[config.mk]
export PLATFORM = sky130hd
export DESIGN_NAME = addr_route_slice
export DESIGN_NICKNAME = d
export VERILOG_FILES = /design/src/rtl/addr_route_slice.sv
export SDC_FILE = /design/constraint.sdc
export NUM_CORES = 1
export LEC_CHECK = 0
export CORE_MARGIN = 10
export CORE_UTILIZATION = 35
export DETAILED_ROUTE_END_ITERATION = 8
export SLEW_MARGIN = 40
export SYNTH_ARGS = -nofsm -noshare
export SYNTH_HDL_FRONTEND = slang
export SYNTH_SLANG_ARGS = --single-unit
[constraint.sdc]
create_clock -name ACLK -period 6.7 [get_ports ACLK]
set_input_delay 1.34 -clock ACLK [delete_from_list [all_inputs] [get_ports ACLK]]
set_output_delay 1.34 -clock ACLK [all_outputs]
set_load 0.05 [all_outputs]
[src/rtl/addr_route_slice.sv]
// AXI address-channel decode stage: region decode of an AR/AW beat, forwarded through a
// 2-entry skid buffer with destination index, decode-error flag and a saturating miss log.
module addr_route_slice #(
  parameter int unsigned SLAVES = 2,
  parameter int unsigned ADDR_W = 32,
  parameter int unsigned ID_W   = 8,
  parameter int unsigned LEN_W  = 4,
  parameter logic [ADDR_W-1:0] BASE  [0:SLAVES-1] = '{32'h0000_0000, 32'h1000_0000},
  parameter logic [ADDR_W-1:0] LIMIT [0:SLAVES-1] = '{32'h0fff_ffff, 32'h1fff_ffff},
  parameter int unsigned CNT_W  = 16,
  localparam int unsigned DW    = $clog2(SLAVES + 1)
) (
  input  logic              ACLK,
  input  logic              ARESET,
  input  logic              s_valid,
  output logic              s_ready,
  input  logic [ADDR_W-1:0] s_addr,
  input  logic [ID_W-1:0]   s_id,
  input  logic [LEN_W-1:0]  s_len,
  output logic              m_valid,
  input  logic              m_ready,
  output logic [ADDR_W-1:0] m_addr,
  output logic [ID_W-1:0]   m_id,
  output logic [LEN_W-1:0]  m_len,
  output logic [DW-1:0]     m_dest,
  output logic              m_decerr,
  input  logic              clr_miss,
  output logic [CNT_W-1:0]  miss_count,
  output logic              miss_valid,
  output logic [ADDR_W-1:0] miss_addr
);

  localparam logic [DW-1:0]    DestErr = DW'(SLAVES);
  localparam logic [CNT_W-1:0] CntMax  = '1;

  logic [DW-1:0] dec_dest;
  logic          dec_err;

  // Scan from the top down so the lowest matching region is the last one written.
  always_comb begin
    dec_dest = DestErr;
    for (int i = int'(SLAVES) - 1; i >= 0; i--) begin
      if ((s_addr >= BASE[i]) && (s_addr <= LIMIT[i])) begin
        dec_dest = DW'(i);
      end
    end
    dec_err = (dec_dest == DestErr);
  end

  logic              main_valid_q, skid_valid_q;
  logic [ADDR_W-1:0] main_addr_q,  skid_addr_q;
  logic [ID_W-1:0]   main_id_q,    skid_id_q;
  logic [LEN_W-1:0]  main_len_q,   skid_len_q;
  logic [DW-1:0]     main_dest_q,  skid_dest_q;
  logic              main_err_q,   skid_err_q;

  logic acc, pop;

  assign s_ready = ~skid_valid_q;
  assign acc     = s_valid & s_ready;
  assign pop     = main_valid_q & m_ready;

  always_ff @(posedge ACLK or posedge ARESET) begin
    if (ARESET) begin
      main_valid_q <= 1'b0;
      main_addr_q  <= '0;
      main_id_q    <= '0;
      main_len_q   <= '0;
      main_dest_q  <= '0;
      main_err_q   <= 1'b0;
      skid_valid_q <= 1'b0;
      skid_addr_q  <= '0;
      skid_id_q    <= '0;
      skid_len_q   <= '0;
      skid_dest_q  <= '0;
      skid_err_q   <= 1'b0;
    end else if (!main_valid_q || pop) begin
      // Main register is free this cycle: refill from skid first to keep FIFO order.
      if (skid_valid_q) begin
        main_valid_q <= 1'b1;
        main_addr_q  <= skid_addr_q;
        main_id_q    <= skid_id_q;
        main_len_q   <= skid_len_q;
        main_dest_q  <= skid_dest_q;
        main_err_q   <= skid_err_q;
        skid_valid_q <= 1'b0;
      end else if (acc) begin
        main_valid_q <= 1'b1;
        main_addr_q  <= s_addr;
        main_id_q    <= s_id;
        main_len_q   <= s_len;
        main_dest_q  <= dec_dest;
        main_err_q   <= dec_err;
      end else begin
        main_valid_q <= 1'b0;
      end
    end else if (acc) begin
      skid_valid_q <= 1'b1;
      skid_addr_q  <= s_addr;
      skid_id_q    <= s_id;
      skid_len_q   <= s_len;
      skid_dest_q  <= dec_dest;
      skid_err_q   <= dec_err;
    end
  end

  assign m_valid  = main_valid_q;
  assign m_addr   = main_addr_q;
  assign m_id     = main_id_q;
  assign m_len    = main_len_q;
  assign m_dest   = main_dest_q;
  assign m_decerr = main_err_q;

  logic [CNT_W-1:0]  miss_count_q, miss_count_d;
  logic              miss_valid_q, miss_valid_d;
  logic [ADDR_W-1:0] miss_addr_q,  miss_addr_d;
  logic              miss_acc;

  assign miss_acc = acc & dec_err;

  // A miss accepted alongside a clear wins: the log restarts from that miss.
  always_comb begin
    miss_count_d = miss_count_q;
    miss_valid_d = miss_valid_q;
    miss_addr_d  = miss_addr_q;
    if (clr_miss) begin
      miss_count_d = '0;
      miss_valid_d = 1'b0;
    end
    if (miss_acc) begin
      if (clr_miss) begin
        miss_count_d = CNT_W'(1);
      end else if (miss_count_q != CntMax) begin
        miss_count_d = miss_count_q + CNT_W'(1);
      end
      if (!miss_valid_q || clr_miss) begin
        miss_valid_d = 1'b1;
        miss_addr_d  = s_addr;
      end
    end
  end

  always_ff @(posedge ACLK or posedge ARESET) begin
    if (ARESET) begin
      miss_count_q <= '0;
      miss_valid_q <= 1'b0;
      miss_addr_q  <= '0;
    end else begin
      miss_count_q <= miss_count_d;
      miss_valid_q <= miss_valid_d;
      miss_addr_q  <= miss_addr_d;
    end
  end

  assign miss_count = miss_count_q;
  assign miss_valid = miss_valid_q;
  assign miss_addr  = miss_addr_q;

endmodule

# After elaboration in Yosys (flattened, before gate mapping)
# Cells that the tools add are included.
[op_classes] addsub=1 mul=0 n_div=0 n_lt_le_gt_ge=4 n_eq_ne=2 shifts=0 mux=23 bitwise_logic=5 n_reduce_logical=11
[op_table] op="$mux W16" n=4
[op_table] op="$mux W32" n=2
[op_table] op="$ge A32 B1 Y1 const B" n=1
[op_table] op="$ge A32 B29 Y1 const B" n=1
[op_table] op="$le A32 B28 Y1 const B" n=1
[op_table] op="$le A32 B29 Y1 const B" n=1
[op_table] op="$add A16 B1 Y16 const B" n=1
[op_table] op="$mux W8" n=2
[op_table] op="$ne A16 B16 Y1 const B" n=1
[op_table] op="$mux W1" n=9
[op_table] op="$mux W2" n=4
[op_table] op="$mux W4" n=2
[op_table] op="$reduce_and A2 Y1" n=3
[op_table] op="$reduce_bool A2 Y1" n=2
[op_table] op="$and A1 B1 Y1" n=3
[op_table] op="$eq A2 B2 Y1 const B" n=1
[op_table] op="$logic_and A1 B1 Y1" n=2
[op_table] op="$logic_not A1 Y1" n=2
[op_table] op="$logic_or A1 B1 Y1" n=2
[op_table] op="$not A1 Y1" n=2
[word_totals] reg_bits=145 latch_bits=0 ram_bits=0 rom_bits=0 output_inout_bits=98 wordCells=61 mem_count=0

# Longest topological paths before layout
# Gate-level depths: netlist of the first run.
[depth] word_depth=7 ltp_mapped=7 ltp_nobuf=5

# Worst setup path before layout of the first run
# No wires, ideal clock.
[synth_path] kind="input -> register" start="input port s_addr[29]" end="register miss_count_q[14], in the netlist miss_count[14]" setup_ps=78 t_arrival_ps=2661 setup_slack_ps=3960 stages=5 path_cell_list="nor3_1 > or4_1 > buf_2 > or4_1 > a21oi_1"
[synth_between] elab_chain_len=7
[synth_rtl] element="from (decl)" line_no="17" source="input logic [ADDR_W-1:0] s_addr,"
[synth_rtl] element="$ge A32 B29 Y1 / $le A32 B29 Y1 (equally long branches)" line_no="43" source="if ((s_addr >= BASE[i]) && (s_addr <= LIMIT[i])) begin"
[synth_rtl] element="$logic_and A1 B1 Y1" line_no="43"
[synth_rtl] element="$mux W2" line_no="43"
[synth_rtl] element="$mux W2 (*)" line_no="43"
[synth_rtl] element="$eq A2 B2 Y1 (*)" line_no="47" source="dec_err = (dec_dest == DestErr);"
[synth_rtl] element="$and A1 B1 Y1 (*)" line_no="119" source="assign miss_acc = acc & dec_err;"
[synth_rtl] element="$mux W16 (*)" line_no="130" source="if (miss_acc) begin"
[synth_rtl] element="net miss_count_d[14]" line_no="114" source="logic [CNT_W-1:0] miss_count_q, miss_count_d;"
[synth_rtl] element="to (signal assigned)" line_no="149" source="miss_count_q <= miss_count_d;"
[synth_rtl] element="to (decl)" line_no="114"
# Mark *: on every way through the listed nets, which the timed path passes. The rest lies on a longest branch.
# A chain may end at the register's enable or synchronous reset.

# Final worst setup path of the first run
[layout_path] start="input port s_valid" end="register skid_addr_q[0]"
[layout_between] elab_chain_len=2
[layout_rtl] element="from (decl)" line_no="15" source="input logic s_valid,"
[layout_rtl] element="$and A1 B1 Y1" line_no="60" source="assign acc = s_valid & s_ready;"
[layout_rtl] element="$reduce_and A2 Y1 (no line)"
[layout_rtl] element="to (signal assigned)" line_no="99" source="skid_addr_q <= s_addr;"
[layout_rtl] element="to (decl)" line_no="51" source="logic [ADDR_W-1:0] main_addr_q, skid_addr_q;"
# Every way passes these cells.

==> load_flow_metrics.sql, run 1 <==
INSERT INTO impl_metrics (metric_group, metric, value, unit) VALUES
('status', 'run_status', 'finished, final reports clean', ''),
('synthesis', 'synthFlopType', 'sky130_fd_sc_hd__dfrtp_1', ''),
('synthesis', 'synth_common_cells', 'sky130_fd_sc_hd__dfrtp_1, sky130_fd_sc_hd__mux2_2, sky130_fd_sc_hd__a21oi_1', ''),
('drt', 'wire_per_inst', '17.7', 'um'),
('synthesis', 'syn_area', '5990', 'um2'),
('setup_path', 'worst_path_max_delay_cell', 'sky130_fd_sc_hd__clkdlybuf4s50_1', ''),
('final_layout', 'fin_area', '8360', 'um2'),
('setup_path', 'critical_path.cell_chain', 'clkdlybuf4s50_1 -> nand2b_4 -> nor2_4 -> buf_4 -> mux2_2', ''),
('synthesis', 'netlist_top_cells_area', 'sky130_fd_sc_hd__dfrtp_1, sky130_fd_sc_hd__mux2_2, sky130_fd_sc_hd__mux2i_1, sky130_fd_sc_hd__a21oi_1, sky130_fd_sc_hd__nor2_1', ''),
('die', 'die_x', '151', 'um'),
('global_route', 'global_route.overflow_total', '0', ''),
('synthesis', 'synth-seq-area-share', '59.7', '%'),
('final_layout', 'multiInputGateArea', '2300', 'um2'),
('sta', 'post-route-worst-setup-slack', '3500', 'ps'),
('setup_path', 'timing.critical_path.slowest_cell_delay', '600', 'ps'),
('global_route', 'grt_first_pass_wirelength', '24600', 'um'),
('drt', 'avgViaCountPerCell', '5.02', ''),
('synthesis', 'synth_area_leader_cell', 'sky130_fd_sc_hd__dfrtp_1', ''),
('sta', 'tightest_slew', '840', 'ps'),
('synthesis', 'synth_cells', '479', ''),
('sta', 'timing.final.hold_violations', '0', ''),
('final_layout', 'flow.area_growth_from_synthesis', '39.5', '%'),
('drt', 'vias', '4304', ''),
('place', 'globalplace.congestion', '0.806', ''),
('setup_path', 'required_time_at_the_worst_slack_endpoint', '7000', 'ps'),
('setup_path', 'timing.rr.end', 'skid_addr_q[0]', ''),
('pwr', 'post-layout-total-power', '3.01', 'mW'),
('drt', 'drt_wl_total', '15200', 'um'),
('sta', 'fmax', '312', 'MHz'),
('synthesis', 'yosysTopAreaCellShare', '59.7', '%'),
('place', 'dp.cells', '825', ''),
('die', 'num_rows', '47', ''),
('clocking', 'cts_repair_resize_count', '0', ''),
('final_layout', 'final_layout_fill_cell_count', '1492', ''),
('synthesis', 'postSynth.asyncResetShare', '100', '%'),
('die', 'die_h', '151', 'um'),
('die', 'effective_utilization_at_floorplan', '35.9', '%'),
('synthesis', 'ys.warnings.count', '0', ''),
('global_route', 'grt_start_max_net_pins', '88', ''),
('setup_path', 'worst_r2r_path_depth', '5', ''),
('place', 'dpl-instance-area', '7740', 'um2'),
('setup_path', 'critical_path.endpoint_type', 'flop', ''),
('pwr', 'power.density_cell_area', '360', 'nW/um2'),
('setup_path', 'critPathTopFamily', 'buffers and inverters', ''),
('final_layout', 'layoutNonFillerInstCount', '857', ''),
('setup_path', 'setup.worst_path.start_class', 'input port', ''),
('clocking', 'clock_latency', '410', 'ps'),
('setup_path', 'r2r_slack', '4130', 'ps'),
('synthesis', 'synthDistinctLibCells', '36', ''),
('synthesis', 'yosys.cell_count.top_type', 'sky130_fd_sc_hd__dfrtp_1', ''),
('clocking', 'tritoncts', 'yes', ''),
('sta', 'final.period_utilization', '47.8', '%'),
('pwr', 'static-leakage-power', '3.33', 'nW'),
('global_route', 'antenna_violations_before_repair', '0', ''),
('place', 'place_ws', '3040', 'ps'),
('setup_path', 'worstReg2RegStart', 'skid_valid_q', ''),
('global_route', 'grt.total_usage', '13.7', '%'),
('final_layout', 'drive_above_1_share', '18.8', '%'),
('min_path', 'worst_hold_path_depth', '1', ''),
('clocking', 'cts-htree-levels', '4', ''),
('min_path', 'holdCritStartpoint', 'skid_addr_q[26]', ''),
('sta', 'grt_setup_unrepaired', 'no', ''),
('place', 'port-buffer-count', '146', ''),
('die', 'boundaryPins', '147', ''),
('setup_path', 'crit_type', 'input port to flop', ''),
('drt', 'drt-pass1-iter-count', '6', ''),
('synthesis', 'synth_edf_count', '0', ''),
('clocking', 'cell_chosen_for_the_clock_root', 'sky130_fd_sc_hd__clkbuf_16', ''),
('setup_path', 'cp.depth', '5', ''),
('min_path', 'worstHoldEndpoint', 'skid_addr_q[26]', ''),
('pwr', 'maximum_vdd_ir_drop', '0.202', 'mV');
==> power breakdown <==
group / switching, mW / internal [mW] / total, mW
clock: 0.349 / 0.630 / 0.979
sequential: 0.0911 / 1.03 / 1.12
combinational: 0.564 / 0.342 / 0.906
==> logic make-up after synthesis <==
group / synth area share, %
flops: 59.7
mux: 22.0
simple gates: 8.29
compound gates: 7.54
buf+inv: 2.26
fa+ha+maj: 0.209
==> final cells by class <==
class	instances	share of cell area, %
clock inverters	11	1.96
inverters	4	0.269
well taps	220	3.29
multi-input cells	305	27.6
repair buffers	153	18.7
flip-flops and latches	143	42.8
clock buffers	21	5.39
==> routing by layer <==
layer  up-vias  track usage, %  part of all wire (%)
met4         0            5.15                   1.2
met3        14            5.31                   8.5
li1       2009               -                     -
met1      2151            16.3                    42
met2       130            22.0                    48
met5         -               0                     0
==> how the worst max path moves through the flow <==
stage	to	slack [ps]
5_1_grt	skid_addr_q[0]	3400
3_3_place_gp	miss_addr[31]	2790
6_report	skid_addr_q[0]	3500
4_1_cts	skid_addr_q[0]	3480
3_5_place_dp	skid_addr_q[0]	3040
2_1_floorplan	m_addr[0]	1520
==> per-stage QoR <==
step | utilization [%] | hold slack [ps]
2_1_floorplan | - | 480
3_3_place_gp | 45.9 | 489
3_5_place_dp | 46.4 | 495
4_1_cts | 50.1 | 508
5_1_grt | 50.1 | 520
6_report | 50.1 | 503
==> sequential cells by signal, indices dropped and copies added, names as in the netlist <==
| name | cells |
|---|---|
| m_addr | 32 |
| miss_addr | 32 |
| skid_addr_q | 32 |
| miss_count | 16 |
| m_id | 8 |
| skid_id_q | 8 |
| m_len | 4 |
| skid_len_q | 4 |
| m_dest | 2 |
| skid_dest_q | 2 |
| m_valid | 1 |
| miss_valid | 1 |
| skid_valid_q | 1 |
==> placed cells by master, fill, tap and decap left out, types with 2 or more instances in the layout <==
cell	Yosys	layout
sky130_fd_sc_hd__or4_1	9	9
sky130_fd_sc_hd__nor2_1	52	51
sky130_fd_sc_hd__mux2i_1	45	45
sky130_fd_sc_hd__buf_8	0	2
sky130_fd_sc_hd__mux2_2	77	77
sky130_fd_sc_hd__nor3_1	3	3
sky130_fd_sc_hd__nand4_1	5	5
sky130_fd_sc_hd__nand3_1	6	6
sky130_fd_sc_hd__nand2_1	13	13
sky130_fd_sc_hd__clkbuf_16	0	17
sky130_fd_sc_hd__clkinvlp_4	0	2
sky130_fd_sc_hd__clkdlybuf4s50_1	0	146
sky130_fd_sc_hd__dfrtp_1	143	142
sky130_fd_sc_hd__o21ai_0	4	4
sky130_fd_sc_hd__and4_1	2	2
sky130_fd_sc_hd__a21oi_1	58	57
sky130_fd_sc_hd__inv_1	4	3
sky130_fd_sc_hd__buf_4	1	2
sky130_fd_sc_hd__bufinv_16	0	4
sky130_fd_sc_hd__clkinv_2	0	4
sky130_fd_sc_hd__o31ai_1	9	9
sky130_fd_sc_hd__or3_1	6	6
sky130_fd_sc_hd__clkbuf_1	14	3
Power figures use the tool's default switching activity.
==> run 2: changes to the inputs <==
clock period = 2.75 ns   (was 6.7 ns; I/O delays follow)
==> run 2 against run 1 <==
- clock skew is 2.0 ps higher
- die area stayed put
- critical path depth stayed put
- sequential power is 140% higher
- critical path type is now flop to flop
- largest cell class unchanged
==> load_flow_metrics.sql, run 2 (synthesis results as in run 1) <==
INSERT INTO impl_metrics (metric_group, metric, value, unit) VALUES
('sta', 'setup_viol', '0', ''),
('setup_path', 'required_time_at_the_worst_slack_endpoint', '3080', 'ps'),
('setup_path', 'worst_path_max_delay_cell', 'sky130_fd_sc_hd__or4_1', ''),
('final_layout', 'flow.area_growth_from_synthesis', '39.8', '%'),
('die', 'design.die.area', '22800', 'um2'),
('sta', 'tightest_slew', '579', 'ps'),
('die', 'boundaryPins', '147', ''),
('clocking', 'post_cts_buffers', '0', ''),
('setup_path', 'timing.critical_path.slowest_cell_delay', '690', 'ps'),
('global_route', 'grt_start_max_net_pins', '56', ''),
('global_route', 'antenna_violations_before_repair', '0', ''),
('setup_path', 'worst_ep_arrival_time', '2670', 'ps'),
('setup_path', 'crit_type', 'flop to flop', ''),
('global_route', 'grt.total_usage', '13.6', '%'),
('die', 'num_rows', '47', ''),
('setup_path', 'crit_top_cell', 'sky130_fd_sc_hd__or4_1', ''),
('drt', 'residual_drc_count', '0', ''),
('global_route', 'first_global_vias', '4463', ''),
('sta', 'slew_violations', '0', ''),
('clocking', 'cts.reportedPaths.clkPinSlew', '60', 'ps'),
('setup_path', 'timing.rr.end', 'miss_count[14]', ''),
('clocking', 'clock_latency', '400', 'ps'),
('final_layout', 'drive_above_1_share', '19.8', '%'),
('clocking', 'cell_chosen_for_the_clock_root', 'sky130_fd_sc_hd__clkbuf_16', ''),
('global_route', 'grt_first_pass_wirelength', '24400', 'um'),
('setup_path', 'path_max_fanout', '8', ''),
('drt', 'postRouteAntennaNets', '0', ''),
('drt', 'wire_per_inst', '17.8', 'um'),
('pwr', 'maximum_vdd_ir_drop', '0.475', 'mV'),
('final_layout', 'final_common_cell', 'sky130_fd_sc_hd__clkdlybuf4s50_1', ''),
('sta', 'post-route-worst-setup-slack', '411', 'ps'),
('setup_path', 'worstReg2RegStart', 'miss_count[0]', ''),
('sta', 'grt_setup_unrepaired', 'no', ''),
('final_layout', 'most-common-layout-cells', 'sky130_fd_sc_hd__clkdlybuf4s50_1, sky130_fd_sc_hd__dfrtp_1, sky130_fd_sc_hd__mux2_2', ''),
('sta', 'setup_total_negative_slack', '0', 'ps'),
('setup_path', 'worst_r2r_path_depth', '5', ''),
('place', 'globalplace.congestion', '0.815', ''),
('drt', 'iter_0_drt_violations', '174', ''),
('pwr', 'static-leakage-power', '3.35', 'nW'),
('clocking', 'postCtsHoldBufs', '0', ''),
('place', 'hpwlAfterDp', '10600', 'um'),
('setup_path', 'critical_path.cell_chain', 'ha_1 -> nand3_1 -> or4_1 -> or4_1 -> a21oi_1', ''),
('clocking', 'clock_tree.buffer_depth', '2', ''),
('drt', 'avgViaCountPerCell', '4.99', ''),
('min_path', 'worstHoldEndpoint', 'skid_len_q[3]', ''),
('drt', 'drt_wl_total', '15300', 'um'),
('setup_path', 'setup.worst_path.start_class', 'flop', ''),
('drt', 'vias', '4302', ''),
('drt', 'drt-pass1-iter-count', '4', ''),
('final_layout', 'fin_area', '8380', 'um2'),
('clocking', 'tritoncts', 'yes', ''),
('place', 'place_ws', '134', 'ps'),
('sta', 'final_period_minus_worst_setup_slack', '2340', 'ps'),
('place', 'port-buffer-count', '146', ''),
('min_path', 'hold_class', 'flop to flop', ''),
('final_layout', 'antenna_cells', '0', ''),
('final_layout', 'final_layout_fill_cell_count', '1500', ''),
('place', 'dpl-instance-area', '7790', 'um2'),
('clocking', 'cts-htree-levels', '4', ''),
('sta', 'relSlewSlack', '61.3', '%'),
('min_path', 'holdCritStartpoint', 'skid_len_q[3]', ''),
('sta', 'fmax', '428', 'MHz'),
('global_route', 'global_route.overflow_total', '0', ''),
('clocking', 'cts_inserted_buffers', '17', ''),
('clocking', 'cts.sink_count', '143', ''),
('sta', 'final.period_utilization', '85.0', '%'),
('die', 'core_region', '16700', 'um2'),
('clocking', 'cts_repair_resize_count', '0', ''),
('sta', 'skew', '6.59', 'ps'),
('die', 'die_h', '151', 'um'),
('min_path', 'worst_hold_path_depth', '1', ''),
('sta', 'timing.final.hold_violations', '0', ''),
('die', 'effective_utilization_at_floorplan', '35.9', '%'),
('setup_path', 'r2r_slack', '410', 'ps'),
('die', 'die_x', '151', 'um'),
('setup_path', 'critical_path.endpoint_type', 'flop', ''),
('pwr', 'power.density_cell_area', '857', 'nW/um2'),
('run', 'maxCapViolCount', '0', ''),
('final_layout', 'finish.net_count', '679', ''),
('status', 'run_status', 'finished, final reports clean', '');
[run 2: how the worst max path moves through the flow]
stage,startpoint,depth (start not counted),slack (ps),endpoint
6_report,miss_count[0],5,410,miss_count[14]
5_1_grt,miss_count[0],5,270,miss_count[14]
4_1_cts,skid_valid_q,2,390,s_ready
3_5_place_dp,s_addr[31],5,130,miss_count[14]
3_3_place_gp,s_addr[31],5,160,miss_count[14]
2_1_floorplan,miss_count[0],6,350,miss_count[14]
[run 2: layer usage]
layer / GRT usage [%] / vias up / wire, um
li1: - / 2024 / -
met5: 0 / - / 0
met2: 21.3 / 122 / 7040
met4: 3.66 / 0 / 163
met3: 6.41 / 14 / 1430
met1: 16.6 / 2142 / 6680
[run 2: final cells by class]
| cell class | count | area (um2) | area share (%) |
|---|---|---|---|
| Timing Repair Buffer | 158 | 1610 | 19.3 |
| Inverter | 4 | 18.8 | 0.224 |
| Tap cell | 220 | 275 | 3.29 |
| Clock buffer | 20 | 457 | 5.45 |
| Sequential cell | 143 | 3580 | 42.7 |
| Clock inverter | 12 | 118 | 1.40 |
| Multi-Input combinational cell | 305 | 2310 | 27.6 |
[run 2: through the flow]
stage,power [mW],util [%],cells,hold slack [ps]
global placement,4.97,46.7,830,489
CTS,7.29,50.1,862,508
finish,7.17,50.1,862,504
detailed placement,5.01,46.7,830,495
floorplan,4.19,-,479,480
global route,7.52,50.1,862,519
[run 2: power breakdown]
part	internal, mW	switching [mW]
combinational	0.837	1.38
sequential	2.51	0.216
clock	1.37	0.858
total	4.72	2.46
[run 2: critical path, delay by kind of cell (launching register included)]
kind / cells / cell delay [ps]
and+or+nand+nor: 3 / 1460
DFF: 1 / 430
adders and majority gates: 1 / 220
AOI/OAI and AO/OA: 1 / 160
